File: config.mk
export PLATFORM = sky130hd
export DESIGN_NAME = bcd_scan_counter
export DESIGN_NICKNAME = d
export VERILOG_FILES = /design/src/rtl/bcd_scan_counter.sv
export SDC_FILE = /design/constraint.sdc
export NUM_CORES = 1
export LEC_CHECK = 0
export ABC_AREA = 1
export CORE_MARGIN = 5
export CORE_UTILIZATION = 30
export CTS_CLUSTER_DIAMETER = 200
export DETAILED_ROUTE_END_ITERATION = 16
export PLACE_DENSITY_LB_ADDON = 0.1
export SKIP_CTS_REPAIR_TIMING = 1
export SLEW_MARGIN = 10
export SYNTH_ARGS = -nofsm -noshare
export SYNTH_HDL_FRONTEND = slang
export SYNTH_SLANG_ARGS = --single-unit
File: constraint.sdc
create_clock -name clk -period 2.8 [get_ports clk]
set_clock_uncertainty 0.1 [all_clocks]
set_input_delay 0.56 -clock clk [delete_from_list [all_inputs] [get_ports clk]]
set_output_delay 0.56 -clock clk [all_outputs]
set_load 0.02 [all_outputs]
File: src/rtl/bcd_scan_counter.sv
// Cascaded BCD up/down counter with multiplexed 7-segment scan.
// Optional macro LEADING_ZERO_BLANK_EN blanks leading zero digits.
module bcd_scan_counter #(
  parameter int NUM_DIGITS = 4,
  parameter int TICK_DIV   = 5000000,
  parameter int SCAN_DIV   = 5000
) (
  input  logic                    clk,
  input  logic                    rst,
  input  logic                    en,
  input  logic                    up_dn,
  input  logic                    clr,
  output logic [4*NUM_DIGITS-1:0] count_bcd,
  output logic                    wrap,
  output logic [7:0]              seg_out,
  output logic [NUM_DIGITS-1:0]   digit_sel
);

  localparam int TW = (TICK_DIV > 1) ? $clog2(TICK_DIV) : 1;
  localparam int SW = (SCAN_DIV > 1) ? $clog2(SCAN_DIV) : 1;
  localparam logic [TW-1:0] TICK_LAST = TW'(TICK_DIV - 1);
  localparam logic [SW-1:0] SCAN_LAST = SW'(SCAN_DIV - 1);

  logic [TW-1:0]           tick_cnt;
  logic                    step;
  logic [4*NUM_DIGITS-1:0] count_nxt;
  logic                    carry;
  logic [SW-1:0]           scan_cnt;
  logic                    scan_tc;
  logic [NUM_DIGITS-1:0]   sel_nxt;
  logic [3:0]              cur_digit;
  logic                    cur_blank;
  logic [7:0]              seg_nxt;

  assign step = en && (tick_cnt == TICK_LAST);

  always_ff @(posedge clk or negedge rst) begin
    if (!rst) begin
      tick_cnt <= '0;
    end else if (clr) begin
      tick_cnt <= '0;
    end else if (en) begin
      tick_cnt <= step ? '0 : tick_cnt + TW'(1);
    end
  end

  // Ripple carry/borrow through the digits; carry out of the top is the wrap.
  always_comb begin
    count_nxt = count_bcd;
    carry     = 1'b1;
    for (int i = 0; i < NUM_DIGITS; i++) begin
      if (carry) begin
        if (up_dn) begin
          if (count_bcd[4*i +: 4] == 4'd9) begin
            count_nxt[4*i +: 4] = 4'd0;
          end else begin
            count_nxt[4*i +: 4] = count_bcd[4*i +: 4] + 4'd1;
            carry = 1'b0;
          end
        end else begin
          if (count_bcd[4*i +: 4] == 4'd0) begin
            count_nxt[4*i +: 4] = 4'd9;
          end else begin
            count_nxt[4*i +: 4] = count_bcd[4*i +: 4] - 4'd1;
            carry = 1'b0;
          end
        end
      end
    end
  end

  always_ff @(posedge clk or negedge rst) begin
    if (!rst) begin
      count_bcd <= '0;
      wrap      <= 1'b0;
    end else if (clr) begin
      count_bcd <= '0;
      wrap      <= 1'b0;
    end else if (step) begin
      count_bcd <= count_nxt;
      wrap      <= carry;
    end else begin
      wrap      <= 1'b0;
    end
  end

  assign scan_tc = (scan_cnt == SCAN_LAST);

  always_comb begin
    sel_nxt = digit_sel;
    if (scan_tc) begin
      for (int i = 0; i < NUM_DIGITS; i++) begin
        sel_nxt[i] = digit_sel[(i + NUM_DIGITS - 1) % NUM_DIGITS];
      end
    end
  end

  // Segments are encoded from the next selection so both update together.
  always_comb begin
    cur_digit = 4'd0;
    for (int i = 0; i < NUM_DIGITS; i++) begin
      if (sel_nxt[i]) cur_digit = count_bcd[4*i +: 4];
    end
  end

`ifdef LEADING_ZERO_BLANK_EN
  always_comb begin
    logic zero_above;
    zero_above = 1'b1;
    cur_blank  = 1'b0;
    for (int i = NUM_DIGITS - 1; i > 0; i--) begin
      zero_above = zero_above && (count_bcd[4*i +: 4] == 4'd0);
      if (sel_nxt[i] && zero_above) cur_blank = 1'b1;
    end
  end
`else
  assign cur_blank = 1'b0;
`endif

  always_comb begin
    seg_nxt = 8'hFF;
    if (!cur_blank) begin
      case (cur_digit)
        4'd0: seg_nxt = 8'hC0;
        4'd1: seg_nxt = 8'hF9;
        4'd2: seg_nxt = 8'hA4;
        4'd3: seg_nxt = 8'hB0;
        4'd4: seg_nxt = 8'h99;
        4'd5: seg_nxt = 8'h92;
        4'd6: seg_nxt = 8'h82;
        4'd7: seg_nxt = 8'hF8;
        4'd8: seg_nxt = 8'h80;
        4'd9: seg_nxt = 8'h90;
        default: seg_nxt = 8'hFF;
      endcase
    end
  end

  always_ff @(posedge clk or negedge rst) begin
    if (!rst) begin
      scan_cnt  <= '0;
      digit_sel <= NUM_DIGITS'(1);
      seg_out   <= 8'hC0;
    end else begin
      scan_cnt  <= scan_tc ? '0 : scan_cnt + SW'(1);
      digit_sel <= sel_nxt;
      seg_out   <= seg_nxt;
    end
  end

endmodule
# Word level (Yosys, flattened, before mapping)
# Memory sizes are Yosys's and may differ from the RTL's. A register that Yosys moved wholly into a read port is not among the register bits.
# Index checks and enable logic that the tools add are counted.
# word_totals
register_bits	65
romBits	112
in_bits	5
output_inout_bits	29
word_cells	83
mem_count	1
# memory_table
memory	words	width	rd	rd_ports_with_merged_regs	write_ports	line	source
(no name shown)	16	7	1	1	0	123	case (cur_digit)
# op_classes
add_sub_neg	10
n_eq_ne	6
n_mux	43
reduce_logical	14
# op_table
operator	count
$mux W4	20
$mux W23	3
$mux W16	2
$add A23 B1 Y23 const B	1
$eq A23 B23 Y1 const B	1
$mux W1	17
$add A4 B1 Y4 const B	4
$eq A4 B4 Y1 const B	4
$logic_not A4 Y1	4
$sub A4 B1 Y4 const B	4
$add A13 B1 Y13 const B	1
$eq A13 B13 Y1 const B	1
$mux W13	1
$reduce_bool A2 Y1	5
$reduce_and A2 Y1	3
$logic_and A1 B1 Y1	1
$logic_not A1 Y1	1

# Longest topological paths before layout
# Gate-level depths: netlist (run 1).
# depth
ltp_word	8
ltp_mapped	16
mapped_depth_nobuf	16

# Worst setup path before layout (run 1)
# No wires, ideal clock.
# synth_path
path_type	register -> register
start	reg scan_cnt[0]
end	reg seg_out[3]
setup_ps	117
t_arrival_ps	1867
t_required_ps	2583
path_slack_ps	716
path_stages_with_launch	15
n_path_buf	0
period_less_slack_ps	2084
cell_sequence	dfrtp_1 ha_1 nand2_2 nor2_4 nand3_4 nand2_2 nand2_2 nand3_1 nand3_2 nand2_2 nand2_4 ha_1 nand2_1 nand3_1 nand2_1
# synth_via
elab_chain_len	6
# synth_rtl
element	line	source
start, declared	28	logic [SW-1:0] scan_cnt;
start signal, assigned	145	scan_cnt <= scan_tc ? '0 : scan_cnt + SW'(1);
$eq A13 B13 Y1 *	87	assign scan_tc = (scan_cnt == SCAN_LAST);
$mux W4 *	91	if (scan_tc) begin
$mux W4 (3 in series)	102	if (sel_nxt[i]) cur_digit = count_bcd[4*i +: 4];
$mux W4 *	102	
end, declared	15	output logic [7:0] seg_out,
# Every way passes the cells marked *; elsewhere a longest branch is shown, timed or not.
# A chain may end at the register's enable or synchronous reset.

# Worst setup path in the final report (run 1)
# Same ends and word-level chain as after synthesis.

==> impl_metrics.yaml, run 1 <==
synth:
  syn_area_mm2: 0.00404
  synthDistinctLibCells: 52
  synthTopCellsByArea: "dfrtp_1, nand2_1, inv_1, nand3_1, nor2_1"
  synthesis.nets: 559
  netlist_instances: 545
  ys_seq_area_share_pct: 39.8
  yosysTopAreaCellShare_pct: 38.4
  yosysWarnings: 0
  async_flop_share_pct: 100
  yosysMostFrequentCell: "nand2_1"
  synth-seq-cells: 64
  synth.avg_cell_area_um2: 7.40
  synth_edf_count: 0
  synth_ff_type: "dfrtp_1"
  yosys.area.top_type: "dfrtp_1"
  synth_commonest_cells: "nand2_1, inv_1, dfrtp_1, nor2_1, nand3_1"
global_routing:
  grt_usage_pct: 13.4
  antenna_found_initial: 0
  grt_pass1_wl_mm: 17.1
  grt_max_degree: 65
  globalRouteOverflowTotal: 0
  grt_pass1_vias: 3431
drt:
  post-route-drc-count: 0
  dr.first_iter.drc_count: 221
  detail-route-antenna-nets: 0
  wl_per_cell_um: 13.2
  via_per_inst: 4.66
  drtPass1Iterations: 4
  vias: 3572
  wl_mm: 10.1
clock_tree:
  root_buffer: "clkbuf_16"
  cts_buffers: 9
  clkSinkCount: 64
  cts_buffer_depth: 2
  clock_latency_ns: 0.34
  htree_levels: 3
  path_clk_slew_ns: 0.06
  cts_tree: "built"
sta:
  post-route-period-util_pct: 83.9
  setup_viol: 0
  hold_violations: 0
  fin_crit_ns: 2.35
  fmax_ghz: 0.425
  rsz0062_at_grt: "no"
  drv_slew: 0
  tns_ns: 0
  worst_slack_ns: 0.449
run:
  maxCapViolations: 0
hold_path:
  hp-class: "input port to asynchronous set/reset pin"
setup_path:
  regToRegStartpoint: "scan_cnt[0]"
  worst-setup-path-type: "flip-flop to flip-flop"
  endpoint_kind: "flip-flop"
  critPathArrivalTime_ns: 2.47
  reg2reg_depth: 14
  rr_endpoint: "seg_out[3]"
  cp_max_fo: 9
  cp-start-kind: "flip-flop"
  reg2reg_slack_ns: 0.45
  crit_required_ns: 2.92
placement:
  hpwlAfterDp_mm: 7.53
  io_buffers: 32
  dp_slack_ns: 0.169
  gp_congestion: 0.856
  dp_cells: 750
floorplan:
  initial_utilization_pct: 30.6
  chipWidth_um: 126
  dieArea_mm2: 0.0159
  core_area_mm2: 0.0132
  ios: 34
  num_rows: 42
  die_height_um: 126
power_and_ir_drop:
  ir_drop_mv: 0.281
  power-per-cell-area_mw_per_mm2: 471
  finalPower_mw: 2.31
  p_leak_nw: 2.30
layout:
  antennaDiodeCount: 0
  fin_cells: 766
  drive_above_1_share_pct: 12.5
  nets: 599
  syn_to_final_growth_pct: 21.6
outcome:
  status: "complete, no violations"
## state kept, by name, summed over array words and instances (netlist names)
register   cells
count_bcd     16
wrap           1
scan_cnt      13
tick_cnt      23
seg_out        7
digit_sel      4
## worst max-delay path, stage by stage, from the launching register on
cell and delay, ns:
dfrtp_1 0.37, ha_1 0.23, nand2_2 0.11, nor2_4 0.18, nand3_4 0.17, nand2_2 0.14
nand2_2 0.10, nand3_1 0.10, nand3_2 0.08, nand2_2 0.09, nand2_4 0.08, ha_1 0.28
nand2_1 0.07, nand3_1 0.09, nand2_1 0.05
## cells in the final DEF (no fill, tap or decap), types with 3 or more instances in the layout
cell / n
buf_4: 6
o21ai_1: 3
nor2_1: 57
nor4_1: 3
xnor2_1: 3
ha_1: 9
dfrtp_1: 62
clkbuf_16: 9
nand2_1: 108
nand2_4: 4
xor2_1: 12
a21oi_1: 17
nor2_4: 4
nor3_2: 3
nor2_2: 4
nand2_2: 16
nand4_1: 13
o21ai_0: 31
clkdlybuf4s50_1: 31
inv_2: 7
nand3_1: 43
nor3_1: 18
or2_2: 3
a31oi_1: 3
clkbuf_8: 4
inv_1: 82
## layout make-up
| class | instances | area, µm² |
|---|---|---|
| Clock buffer | 14 | 284 |
| Multi-Input combinational cell | 380 | 2040 |
| Clock inverter | 2 | 35.0 |
| Fill cell | 1359 | 8280 |
| Timing Repair Buffer | 39 | 380 |
| Sequential cell | 64 | 1600 |
| Tap cell | 176 | 220 |
| Inverter | 91 | 343 |
## through the flow
stage | cell area (µm²) | hold WS, ns | util [%]
floorplan | 4040 | 0.164 | -
global placement | 4590 | 0.403 | 34.8
detailed placement | 4590 | 0.409 | 34.8
CTS | 4910 | 0.145 | 37.2
global route | 4910 | 0.170 | 37.2
finish | 4910 | 0.129 | 37.2
## logic make-up (layout without fill, tap and decap cells)
kind of cell | count (synthesis) | in the layout | synth area share [%]
multiplexers | 1 | 1 | 0.248
adder cells (fa/ha/maj) | 9 | 9 | 2.79
XOR/XNOR | 15 | 15 | 3.26
flip-flops | 64 | 64 | 39.8
buffers and inverters | 101 | 146 | 9.64
AND/OR/NAND/NOR | 282 | 282 | 33.5
other | 1 | 1 | 0.0929
AO/OA/AOI/OAI | 72 | 72 | 10.7
## worst max-delay path by stage
stage	startpoint	to	slack, ns
6_report	scan_cnt[0]	seg_out[3]	0.45
3_3_place_gp	en	wrap	0.20
2_1_floorplan	scan_cnt[0]	seg_out[3]	0.72
5_1_grt	scan_cnt[0]	seg_out[3]	0.23
3_5_place_dp	en	wrap	0.17
4_1_cts	scan_cnt[0]	seg_out[3]	0.43
## layer usage
layer | track usage [%] | routed length, µm
met3 | 3.01 | 535
met1 | 18.3 | 4810
met4 | 5.49 | 181
met2 | 20.5 | 4560
met5 | 0 | 0
## power breakdown
part           internal [mW]  switching, mW
combinational         0.0534          0.101
sequential             0.935         0.0159
clock                  0.786          0.422
total                   1.77          0.539
Note: power is estimated with default switching activity, not from simulation.
==> run 2, diff against run 1 <==
Clock period 2.8 ns to 2.4 ns, I/O delays scaled along.
==> run 2 against run 1 <==
Worst hold slack got worse by 0.13 ns. Sequential share of layout area down 0.91 points. Combinational power up 23%. Critical path depth stayed put. Final cell count increased by 2.7%. Via count rose by 1.5%. Non-clock buffer count up 21. Wire length up 2.4%. Sequential power increased by 17%. Design area up 2.9%. Critical path type unchanged.
==> impl_metrics.yaml, run 2 (synthesized netlist as in run 1, its figures left out) <==
outcome:
  status: "complete, no violations"
clock_tree:
  clkSinkCount: 64
  cts_buffer_depth: 2
  clock_latency_ns: 0.33
  htree_levels: 3
  root_buffer: "clkbuf_16"
  cts_buffers: 9
  path_clk_slew_ns: 0.05
  cts_tree: "built"
drt:
  wl_mm: 10.3
  detail-route-antenna-nets: 0
  via_per_inst: 4.61
  post-route-drc-count: 0
  wl_per_cell_um: 13.1
  dr.first_iter.drc_count: 256
  vias: 3626
  drtPass1Iterations: 4
floorplan:
  chipWidth_um: 126
  core_area_mm2: 0.0132
  num_rows: 42
  ios: 34
  die_height_um: 126
  initial_utilization_pct: 30.6
  dieArea_mm2: 0.0159
placement:
  dp_slack_ns: -0.0828
  dp_cells: 769
  io_buffers: 32
  hpwlAfterDp_mm: 8.09
  gp_congestion: 0.830
setup_path:
  crit_path_frequent_cell: "nand2_2"
  endpoint_kind: "flip-flop"
  reg2reg_slack_ns: 0.15
  crit_chain: "ha_4 -> nand2_2 -> nor2_4 -> nand4_1 -> nand2_2 -> inv_2 -> nand2_2 -> nand3_2 -> nand2_2 -> nand2_4 -> ha_1 -> nand2_1 -> nand3_1 -> nand2_1"
  critPathArrivalTime_ns: 2.36
  rr_endpoint: "seg_out[3]"
  cpMaxStageDelayCell: "dfrtp_1"
  max_stage_delay_ns: 0.41
  cp_max_fo: 4
  reg2reg_depth: 14
  crit_required_ns: 2.52
  worst-setup-path-type: "flip-flop to flip-flop"
  regToRegStartpoint: "scan_cnt[0]"
  cp-start-kind: "flip-flop"
layout:
  nets: 620
  layout_commonest_cell: "nand2_1"
  reg_top3: "tick_cnt: 23 flops, count_bcd: 16 flops, scan_cnt: 13 flops"
  final_cell_mix: "nand2_1, inv_1, dfrtp_1"
  antennaDiodeCount: 0
  fin_cells: 787
  largest_reg_flops: 23
  regMostFlops: "tick_cnt"
  drive_above_1_share_pct: 15.9
  syn_to_final_growth_pct: 25.1
  fin_util_pct: 38.3
sta:
  post-route-period-util_pct: 93.5
  drv_slew: 0
  fin_crit_ns: 2.25
  fmax_ghz: 0.445
  worst_slack_ns: 0.155
  tns_ns: 0
  rsz0062_at_grt: "yes"
  hold_violations: 0
  setup_viol: 0
global_routing:
  grt_max_degree: 30
  grt_pass1_vias: 3622
  antenna_found_initial: 0
  grt_pass1_wl_mm: 17.7
  globalRouteOverflowTotal: 0
  grt_usage_pct: 13.7
power_and_ir_drop:
  ir_drop_mv: 0.279
  power-per-cell-area_mw_per_mm2: 506
  p_leak_nw: 2.39
  finalPower_mw: 2.56
run:
  maxCapViolations: 0
hold_path:
  hp-class: "input port to asynchronous set/reset pin"
## run 2: routing by layer
layer / track usage [%] / up-vias / routed length, µm / part of all wire (%)
li1: - / 1881 / - / -
met1: 17.7 / 1685 / 4960 / 48
met2: 22.3 / 46 / 4880 / 47
met3: 3.22 / 14 / 322 / 3.1
met4: 5.11 / 0 / 170 / 1.6
met5: 0 / - / 0 / 0
## run 2: report_power, final
group | switching, mW | internal, mW | leakage (nW)
registers | 0.0198 | 1.09 | 0.868
logic | 0.120 | 0.0705 | 1.38
clock network | 0.456 | 0.798 | 0.140
## run 2: through the flow
stage | hold WS (ns) | area [µm²]
CTS | 0.0262 | 5010
global placement | 0.381 | 4730
global route | 0.0487 | 5050
finish | 0.00274 | 5050
floorplan | 0.0844 | 4040
detailed placement | 0.382 | 4730
## run 2: how the worst max path moves through the flow
| stage | end | from | cells after the start |
|---|---|---|---|
| final | seg_out[3] | scan_cnt[0] | 14 |
| after global routing | seg_out[3] | scan_cnt[0] | 14 |
| after CTS | seg_out[3] | scan_cnt[0] | 14 |
| after detailed placement | count_bcd[10] | en | 9 |
| after global placement | count_bcd[13] | en | 8 |
| after floorplan | seg_out[3] | scan_cnt[0] | 14 |
## run 2: final cells by class
cell class / instances / area, µm²
Fill cell: 1418 / 8140
Timing Repair Buffer: 60 / 538
Tap cell: 176 / 220
Clock inverter: 4 / 45.0
Sequential cell: 64 / 1600
Inverter: 91 / 343
Multi-Input combinational cell: 380 / 2060
Clock buffer: 12 / 236
## run 2: critical path: cells and delay by family, from the launching register on
family        cells  cell delay, ns
flops             1            0.41
simple gates     11            1.12
buf+inv           1            0.05
fa+ha+maj         2            0.44
